`config.mk`:
```
export PLATFORM = sky130hd
export DESIGN_NAME = wormhole_output_ctrl
export DESIGN_NICKNAME = d
export VERILOG_FILES = /design/src/rtl/wormhole_output_ctrl.sv
export SDC_FILE = /design/constraint.sdc
export NUM_CORES = 1
export LEC_CHECK = 0
export CORE_AREA = 2 2 72 74
export DETAILED_ROUTE_END_ITERATION = 6
export DIE_AREA = 0 0 74 76
export DONT_BUFFER_PORTS = 1
export SYNTH_ARGS = -nofsm -noshare
export SYNTH_HDL_FRONTEND = slang
export SYNTH_SLANG_ARGS = --single-unit
```
`constraint.sdc`:
```
create_clock -name clk -period 1.6 [get_ports clk]
set_clock_uncertainty 0.2 [all_clocks]
set_input_delay 0.32 -clock clk [delete_from_list [all_inputs] [get_ports clk]]
set_output_delay 0.32 -clock clk [all_outputs]
set_load 0.1 [all_outputs]
```
`src/rtl/wormhole_output_ctrl.sv`:
```
// Wormhole output-port controller: locks one arbiter-granted input from head to tail flit
// and moves its flits into a registered valid/ready output stage. Optional watchdog: WORMHOLE_TIMEOUT_EN.
module wormhole_output_ctrl #(
    parameter int num_Agents     = 4,
    parameter int Flit_Width     = 32,
    parameter int Timeout_Cycles = 16
) (
    input  logic                               clk,
    input  logic                               rst_n,
    input  logic [num_Agents-1:0]              in_valid,
    input  logic [num_Agents*Flit_Width-1:0]   in_flit,
    input  logic [num_Agents-1:0]              in_tail,
    output logic [num_Agents-1:0]              in_ready,
    output logic [num_Agents-1:0]              request,
    input  logic [num_Agents-1:0]              grant,
    output logic                               out_valid,
    output logic [Flit_Width-1:0]              out_flit,
    output logic                               out_tail,
    input  logic                               out_ready,
    output logic                               timeout_err
);

    typedef enum logic {
        IDLE   = 1'b0,
        LOCKED = 1'b1
    } state_e;

    state_e                  state_q, state_d;
    logic [num_Agents-1:0]   owner_q, owner_d;
    logic                    out_valid_q;
    logic [Flit_Width-1:0]   out_flit_q;
    logic                    out_tail_q;
    logic                    terr_q, terr_d;

    logic                    can_load;
    logic                    grant_ok;
    logic                    owner_vld;
    logic                    xfer;
    logic [Flit_Width-1:0]   sel_flit;
    logic                    sel_tail;

    // Owner is one-hot, so an OR of masked lanes is the owner's flit.
    always_comb begin
        sel_flit = '0;
        sel_tail = 1'b0;
        for (int i = 0; i < num_Agents; i++) begin
            if (owner_q[i]) begin
                sel_flit = sel_flit | in_flit[i*Flit_Width +: Flit_Width];
                sel_tail = sel_tail | in_tail[i];
            end
        end
    end

    assign can_load  = !out_valid_q || out_ready;
    assign owner_vld = |(in_valid & owner_q);
    assign grant_ok  = (grant != '0) && ((grant & (grant - 1'b1)) == '0) &&
                       ((grant & in_valid) != '0);

`ifdef WORMHOLE_TIMEOUT_EN
    localparam int CNT_W = $clog2(Timeout_Cycles + 1);
    logic [CNT_W-1:0] cnt_q, cnt_d;
`else
    logic [31:0] unused_timeout;
    assign unused_timeout = Timeout_Cycles;
`endif

    always_comb begin
        state_d  = state_q;
        owner_d  = owner_q;
        request  = '0;
        in_ready = '0;
        xfer     = 1'b0;
        terr_d   = 1'b0;
`ifdef WORMHOLE_TIMEOUT_EN
        cnt_d    = cnt_q;
`endif
        case (state_q)
            IDLE: begin
                request = in_valid;
`ifdef WORMHOLE_TIMEOUT_EN
                cnt_d   = '0;
`endif
                if (grant_ok) begin
                    owner_d = grant;
                    state_d = LOCKED;
                end
            end
            LOCKED: begin
                if (can_load) in_ready = owner_q;
                xfer = owner_vld && can_load;
                if (xfer && sel_tail) begin
                    state_d = IDLE;
                    owner_d = '0;
                end
`ifdef WORMHOLE_TIMEOUT_EN
                // Only cycles with no owner flit offered count as stalled.
                if (xfer) begin
                    cnt_d = '0;
                end else if (!owner_vld) begin
                    cnt_d = cnt_q + 1'b1;
                    if (cnt_d == CNT_W'(Timeout_Cycles)) begin
                        state_d = IDLE;
                        owner_d = '0;
                        terr_d  = 1'b1;
                        cnt_d   = '0;
                    end
                end
`endif
            end
            default: begin
                state_d = IDLE;
                owner_d = '0;
            end
        endcase
    end

    always_ff @(posedge clk or negedge rst_n) begin
        if (!rst_n) begin
            state_q     <= IDLE;
            owner_q     <= '0;
            out_valid_q <= 1'b0;
            out_flit_q  <= '0;
            out_tail_q  <= 1'b0;
            terr_q      <= 1'b0;
        end else begin
            state_q <= state_d;
            owner_q <= owner_d;
            terr_q  <= terr_d;
            if (xfer) begin
                out_valid_q <= 1'b1;
                out_flit_q  <= sel_flit;
                out_tail_q  <= sel_tail;
            end else if (out_ready) begin
                out_valid_q <= 1'b0;
            end
        end
    end

`ifdef WORMHOLE_TIMEOUT_EN
    always_ff @(posedge clk or negedge rst_n) begin
        if (!rst_n) cnt_q <= '0;
        else        cnt_q <= cnt_d;
    end
    assign timeout_err = terr_q;
`else
    assign timeout_err = 1'b0;
`endif

    assign out_valid = out_valid_q;
    assign out_flit  = out_flit_q;
    assign out_tail  = out_tail_q;

endmodule
```
==> results.py, run 1 <==
metrics = {
    "critical_path": {
        "arrival_ns": 1.80,
        "crit_buf_inv": 3,
        "cp_num_cells": 7,
        "critPathMaxStageDelay_ns": 0.41,
        "critical_path_maximum_fanout": 5,
        "critPathKind": "reg -> reg",
        "cell_by_cell_trace_of_the_critical_path": "buf_6 -> a22o_4 -> o211ai_4 -> buf_6 -> clkbuf_16 -> nand2_2 -> o21ai_1",
        "crit_path_frequent_cell": "buf_6",
        "crit_family": "compound AO/OA/AOI/OAI gates",
        "timing.critical_path.required_ns": 1.61,
        "timing.critical_path.slowest_stage_cell": "dfrtp_1",
        "critical_path.endpoint_type": "register",
        "critical_path.startpoint_type": "register",
        "reg2reg_depth": 7,
    },
    "clock_network": {
        "clock_tree.root_cell": "clkbuf_8",
        "cts-buffers-inserted": 5,
        "cts_buffer_depth": 2,
        "htree_levels": 2,
        "cts.sink_count": 39,
        "clock_latency_late_sink_ns": 0.28,
        "clock_tree_from_tritoncts": "done",
        "worst_setup_hold_path_clk_slew_ns": 0.08,
    },
    "floorplan": {
        "core_area_sq_um": 4910,
        "effective_utilization_at_floorplan_pct": 45.0,
        "die-width_um": 74,
        "design.die.area_sq_um": 5620,
        "ioPinCount": 186,
        "floorplan.die.height_um": 76,
        "fp-row-count": 26,
    },
    "logic_synthesis": {
        "synth_cell_type_count": 24,
        "yosysWarnings": 0,
        "synth.area.mux_share_pct": 2.27,
        "yosys.area_share.adder_pct": 0,
        "mappedNetlistNets": 377,
        "main_combinational_cell_family_by_area_after_synthesis": "compound AO/OA/AOI/OAI gates",
        "netlist_instances": 234,
        "synth_area_per_cell_sq_um": 9.44,
        "area_fraction_in_compound_gates_after_synthesis_pct": 37.9,
        "synthSimpleGateAreaFrac_pct": 9.34,
        "xor_xnor_share_of_the_synthesized_area_pct": 0,
        "synth.yosys.seq_area_share_pct": 44.2,
        "yosys_register_bits": 39,
        "synth_area_sq_um": 2210,
    },
    "final_layout": {
        "final_layout_size_suffix_gt1_share_pct": 43.7,
        "layout.nets": 444,
        "fillcell_total": 371,
        "area_growth_syn_to_layout_pct": 56.9,
        "non_filler_cell_area_final_sq_um": 3470,
        "antenna_cells_inserted": 0,
        "sequential_cell_area_sq_um": 981,
        "area_used_by_multi_input_combinational_logic_sq_um": 1310,
    },
    "place": {
        "dp.final_hpwl_mm": 4.99,
        "placement.setup.worst_slack_ns": -0.0669,
        "gpl.final_weighted_congestion": 0.761,
        "placement.cell_area_sq_um": 2790,
        "input_output_buffers": 0,
    },
    "sta": {
        "finalCriticalPeriod_ns": 1.79,
        "clock.fmax_ghz": 0.559,
        "final-setup-viol-count": 46,
        "period_share_pct": 112,
        "finalWorstSetupSlack_ns": -0.190,
        "setup_repair_after_global_routing_missed_its_margin": "true",
        "slew_violations": 0,
        "timing.final.hold_violations": 0,
    },
    "grt": {
        "grtUsageTotal_pct": 24.9,
        "pin_count_of_the_biggest_net_entering_global_routing": 40,
        "first_global_vias": 2341,
        "grt_pass1_wl_mm": 10.9,
        "antenna_violations_before_repair": 0,
        "gr-total-overflow": 0,
    },
    "job": {
        "max_cap_viol_count": 0,
    },
    "routing": {
        "detailroute.via_count": 2265,
        "residual_antenna_violating_net_count_after_detailed_routing": 0,
        "finalWirelength_mm": 7.40,
        "vias_per_cell": 6.09,
        "wl_per_cell_um": 19.9,
        "drc_errors": 0,
        "drt_iter0_markers": 91,
        "detailedRoute.firstPassIterationCount": 4,
    },
    "status": {
        "status": "complete, but fails checks",
        "failing_checks": "negative setup slack",
    },
    "worst_hold_path": {
        "hold_path_depth": 2,
        "holdCritPathClass": "in -> reg",
    },
    "power_and_ir_drop": {
        "power_per_cell_area_nw_per_um2": 2920,
        "p_leak_nw": 1.60,
        "fin_total_pwr_mw": 10.1,
        "maximum_ir_drop_on_the_vdd_rail_mv": 1.25,
    },
}
-- worst register-to-register path: cells and delay by family (launching register included) --
kind | cells | cell delay, ns
buf+inv | 3 | 0.50
flops | 1 | 0.41
simple gates | 1 | 0.04
compound gates | 3 | 0.57
-- logic make-up after synthesis --
family,after synthesis
compound gates,111
buf+inv,30
flops,39
mux,5
other cells,1
simple gates,48
-- Yosys cell counts --
cell type  number  area share [%]
nor3_1          1            0.23
mux2i_1         5             2.3
a21oi_1         1            0.23
and3_1          4             1.1
conb_1          1            0.17
nor2b_1         3            0.85
clkbuf_2        2            0.45
buf_1           2            0.34
o21ai_0        37             8.4
nand4_1         1            0.28
a221oi_2        1            0.68
nand2_1        36             6.1
inv_1           5            0.85
clkbuf_1       11             1.9
buf_6           1            0.51
buf_2           8             1.8
a22o_1         36              14
o211ai_4        1            0.96
nor2_1          1            0.17
nand2b_1        2            0.57
buf_4           1            0.34
a221oi_1       32              13
o21ai_1         3            0.68
dfrtp_1        39              44
-- flip-flops by register name, summed over array words and instances (netlist names) --
| signal | count |
|---|---|
| out_tail | 1 |
| owner_q | 4 |
| state_q | 1 |
| out_valid | 1 |
| out_flit | 32 |
-- power by group --
part | internal [mW] | switching [mW] | total [mW]
clock network | 0.505 | 0.341 | 0.846
registers | 1.44 | 0.248 | 1.69
logic | 2.43 | 5.17 | 7.60
total | 4.38 | 5.76 | 10.1
-- cell type report --
| class | instances | area share (%) |
|---|---|---|
| well taps | 70 | 2.53 |
| repair buffers | 85 | 27.4 |
| clock inverters | 2 | 1.01 |
| flip-flops and latches | 39 | 28.3 |
| clock buffers | 6 | 2.38 |
| inverters | 5 | 0.541 |
| multi-input cells | 165 | 37.8 |
-- path summary, 6_finish.rpt --
kind,start,end,slack (ns)
worst max-delay path,owner_q[0],out_flit[23],-0.19
worst min-delay path,in_flit[123],out_flit[27],0.01
worst max register to register,owner_q[0],out_flit[23],-0.19
worst min register to register,out_flit[31],out_flit[31],0.30
max in group asynchronous,rst_n,state_q,0.66
min in group asynchronous,rst_n,out_flit[31],0.32
-- cell usage in the layout (no fill, tap or decap), drive strengths merged, types with 2 or more instances in the layout --
cell / count
dlygate4sd3: 5
dfrtp: 39
and3: 4
nor2b: 3
clkbuf: 8
mux2i: 5
buf: 78
a22o: 36
nand2b: 2
o21ai: 40
inv: 5
a221oi: 33
nand2: 36
-- repair_timing --
action                     in CTS  in global routing
resized for setup              40                 34
hold buffers                    6                  0
pin swaps                       6                 11
setup endpoints to repair      30                 47
gates cloned                    4                  2
hold endpoints to repair       43                  0
buffers inserted               10                  9
-- metrics by stage --
| stage | instances | utilization, % | hold slack, ns | setup TNS, ns |
|---|---|---|---|---|
| after CTS | 363 | 66.3 | 0.0247 | -5.25 |
| after global placement | 335 | 56.7 | -0.174 | -0.0193 |
| after floorplan | 234 | - | -0.176 | -1.30 |
| after detailed placement | 335 | 56.7 | -0.175 | -0.345 |
| after global routing | 372 | 70.6 | 0.0301 | -8.64 |
| final | 372 | 70.6 | 0.0121 | -6.04 |
-- routing by layer --
metal  GRT usage (%)  part of all wire (%)
met3            4.50                   6.7
met1            28.6                    37
met2            45.5                    55
met5               0                     0
met4            7.82                  0.96
Power figures use the tool's default switching activity.
==> run 2, diff against run 1 <==
--- a/config.mk
+++ b/config.mk
@@ -10,4 +10,5 @@
 export DIE_AREA = 0 0 74 76
 export DONT_BUFFER_PORTS = 1
+export REMOVE_ABC_BUFFERS = 1
 export SYNTH_ARGS = -nofsm -noshare
 export SYNTH_HDL_FRONTEND = slang
--- a/constraint.sdc
+++ b/constraint.sdc
@@ -3,3 +3,3 @@
 set_input_delay 0.32 -clock clk [delete_from_list [all_inputs] [get_ports clk]]
 set_output_delay 0.32 -clock clk [all_outputs]
-set_load 0.1 [all_outputs]
+set_load 0.01 [all_outputs]
==> run 2 against run 1 <==
  * The flow still finishes with violations (negative setup slack)
  * Global-route usage fell by 3.6 points
  * Cell count is 13% lower
  * Register-to-register slack better by 0.13 ns
  * Sequential cell count did not move
  * Maximum frequency is 7.6% higher
  * Count of clock-buffer cells in the layout increased by 2
  * Sequential share of layout area up 6.2 points
  * Critical path depth down 2
  * First-iteration DRC count shrank 45%
  * Core utilization fell by 13 points
  * Critical path type unchanged
  * Largest cell class unchanged
  * Largest power group unchanged
==> results.py, run 2 (synthesized netlist as in run 1, its figures left out) <==
metrics = {
    "power_and_ir_drop": {
        "maximum_ir_drop_on_the_vdd_rail_mv": 0.987,
        "p_leak_nw": 1.25,
        "power_per_cell_area_nw_per_um2": 2000,
    },
    "grt": {
        "first_global_vias": 1955,
        "pin_count_of_the_biggest_net_entering_global_routing": 46,
        "grtUsageTotal_pct": 21.3,
        "antenna_violations_before_repair": 0,
        "grt_pass1_wl_mm": 9.41,
        "gr-total-overflow": 0,
    },
    "routing": {
        "drc_errors": 0,
        "detailroute.via_count": 1987,
        "wl_per_cell_um": 20.4,
        "residual_antenna_violating_net_count_after_detailed_routing": 0,
        "vias_per_cell": 6.17,
        "drt_iter0_markers": 50,
        "detailedRoute.firstPassIterationCount": 4,
        "finalWirelength_mm": 6.57,
    },
    "sta": {
        "period_share_pct": 104,
        "finalCriticalPeriod_ns": 1.66,
        "final-setup-viol-count": 38,
        "finalWorstSetupSlack_ns": -0.0635,
        "timing.final.hold_violations": 0,
        "clock.fmax_ghz": 0.601,
        "slew_violations": 0,
        "setup_repair_after_global_routing_missed_its_margin": "true",
        "fin_hold_ws_ns": 0.00668,
    },
    "floorplan": {
        "fp-row-count": 26,
        "core_area_sq_um": 4910,
        "design.die.area_sq_um": 5620,
        "ioPinCount": 186,
        "floorplan.die.height_um": 76,
        "die-width_um": 74,
        "effective_utilization_at_floorplan_pct": 45.0,
    },
    "final_layout": {
        "non_filler_cell_area_final_sq_um": 2840,
        "area_used_by_multi_input_combinational_logic_sq_um": 1190,
        "area_growth_syn_to_layout_pct": 28.6,
        "fillcell_total": 433,
        "layout.nets": 394,
        "antenna_cells_inserted": 0,
        "largest_reg_flops": 32,
        "sequential_cell_area_sq_um": 981,
        "final_layout_size_suffix_gt1_share_pct": 24.2,
        "layout_common_cells": "a22o_1 (35), dfrtp_1 (35), nand2_1 (33)",
    },
    "worst_hold_path": {
        "holdCritPathClass": "in -> reg",
    },
    "clock_network": {
        "worst_setup_hold_path_clk_slew_ns": 0.07,
        "cts.sink_count": 39,
        "htree_levels": 2,
        "clock_tree_from_tritoncts": "done",
        "clock_tree.root_cell": "clkbuf_8",
        "clock_latency_late_sink_ns": 0.28,
        "cts_buffer_depth": 2,
        "cts-buffers-inserted": 5,
    },
    "critical_path": {
        "critical_path_maximum_fanout": 11,
        "critical_path.startpoint_type": "register",
        "critical_path.endpoint_type": "register",
        "arrival_ns": 1.62,
        "timing.critical_path.required_ns": 1.56,
        "critPathKind": "reg -> reg",
    },
    "place": {
        "placement.cell_area_sq_um": 2320,
        "dp.final_hpwl_mm": 4.54,
        "input_output_buffers": 0,
        "gpl.final_weighted_congestion": 0.730,
    },
    "status": {
        "failing_checks": "negative setup slack",
        "status": "complete, but fails checks",
    },
    "job": {
        "max_cap_viol_count": 0,
    },
}
## run 2: power breakdown
group / total (mW) / switching [mW] / internal, mW / leakage [nW]
combinational: 2.96 / 1.42 / 1.55 / 0.717
sequential: 2.01 / 0.567 / 1.45 / 0.486
clock: 0.712 / 0.319 / 0.393 / 0.0515
total: 5.69 / 2.30 / 3.39 / 1.25
## run 2: worst max-delay path, stage by stage (launching register included)
cell	delay (ns)
dfrtp_1	0.44
a22o_4	0.28
o211ai_4	0.21
buf_4	0.17
buf_6	0.14
o21ai_0	0.10
## run 2: metrics by stage
stage / utilization [%] / setup slack, ns / total power [mW] / TNS, ns / cells
3_3_place_gp: 47.3 / 0.00254 / 4.13 / 0 / 293
5_1_grt: 57.8 / -0.116 / 6.14 / -3.73 / 322
4_1_cts: 52.7 / -0.0617 / 5.17 / -1.36 / 311
6_report: 57.8 / -0.0635 / 5.69 / -1.39 / 322
3_5_place_dp: 47.3 / -0.0451 / 4.18 / -0.663 / 293
2_1_floorplan: - / -0.835 / 3.37 / -30.95 / 209
## run 2: timing repair
item / in CTS / in global routing
pin swaps: 0 / 3
resized for setup: 18 / 33
cloned: 0 / 4
hold buffers: 6 / 0
hold endpoints to repair: 43 / 0
setup endpoints to repair: 43 / 43
buffers inserted: 4 / 7
## run 2: path summary, 6_finish.rpt
path	to	slack, ns	from	depth (start not counted)
worst max-delay path	out_flit[12]	-0.06	owner_q[2]	5
worst min-delay path	out_flit[18]	0.007	in_flit[82]	2
worst max register to register	out_flit[12]	-0.06	owner_q[2]	5
worst min register to register	out_flit[15]	0.35	out_flit[15]	2
max in group asynchronous	owner_q[3]	0.71	rst_n	2
min in group asynchronous	out_valid	0.29	rst_n	2
## run 2: routing by layer
| metal | up-vias | GRT usage [%] | share of wire [%] | wire (um) |
|---|---|---|---|---|
| met5 | - | 0 | 0 | 0 |
| met4 | 0 | 6.18 | 1.1 | 74 |
| met3 | 6 | 5.56 | 8.4 | 553 |
| met2 | 118 | 36.7 | 51 | 3360 |
| met1 | 924 | 25.7 | 39 | 2580 |
| li1 | 939 | - | - | - |
## run 2: cell type report
class	instances	share of cell area, %
clock buffer	8	3.52
inverter	5	0.661
multi-input combinational	165	41.8
sequential	39	34.5
tap	70	3.08
timing repair buffer	35	16.4
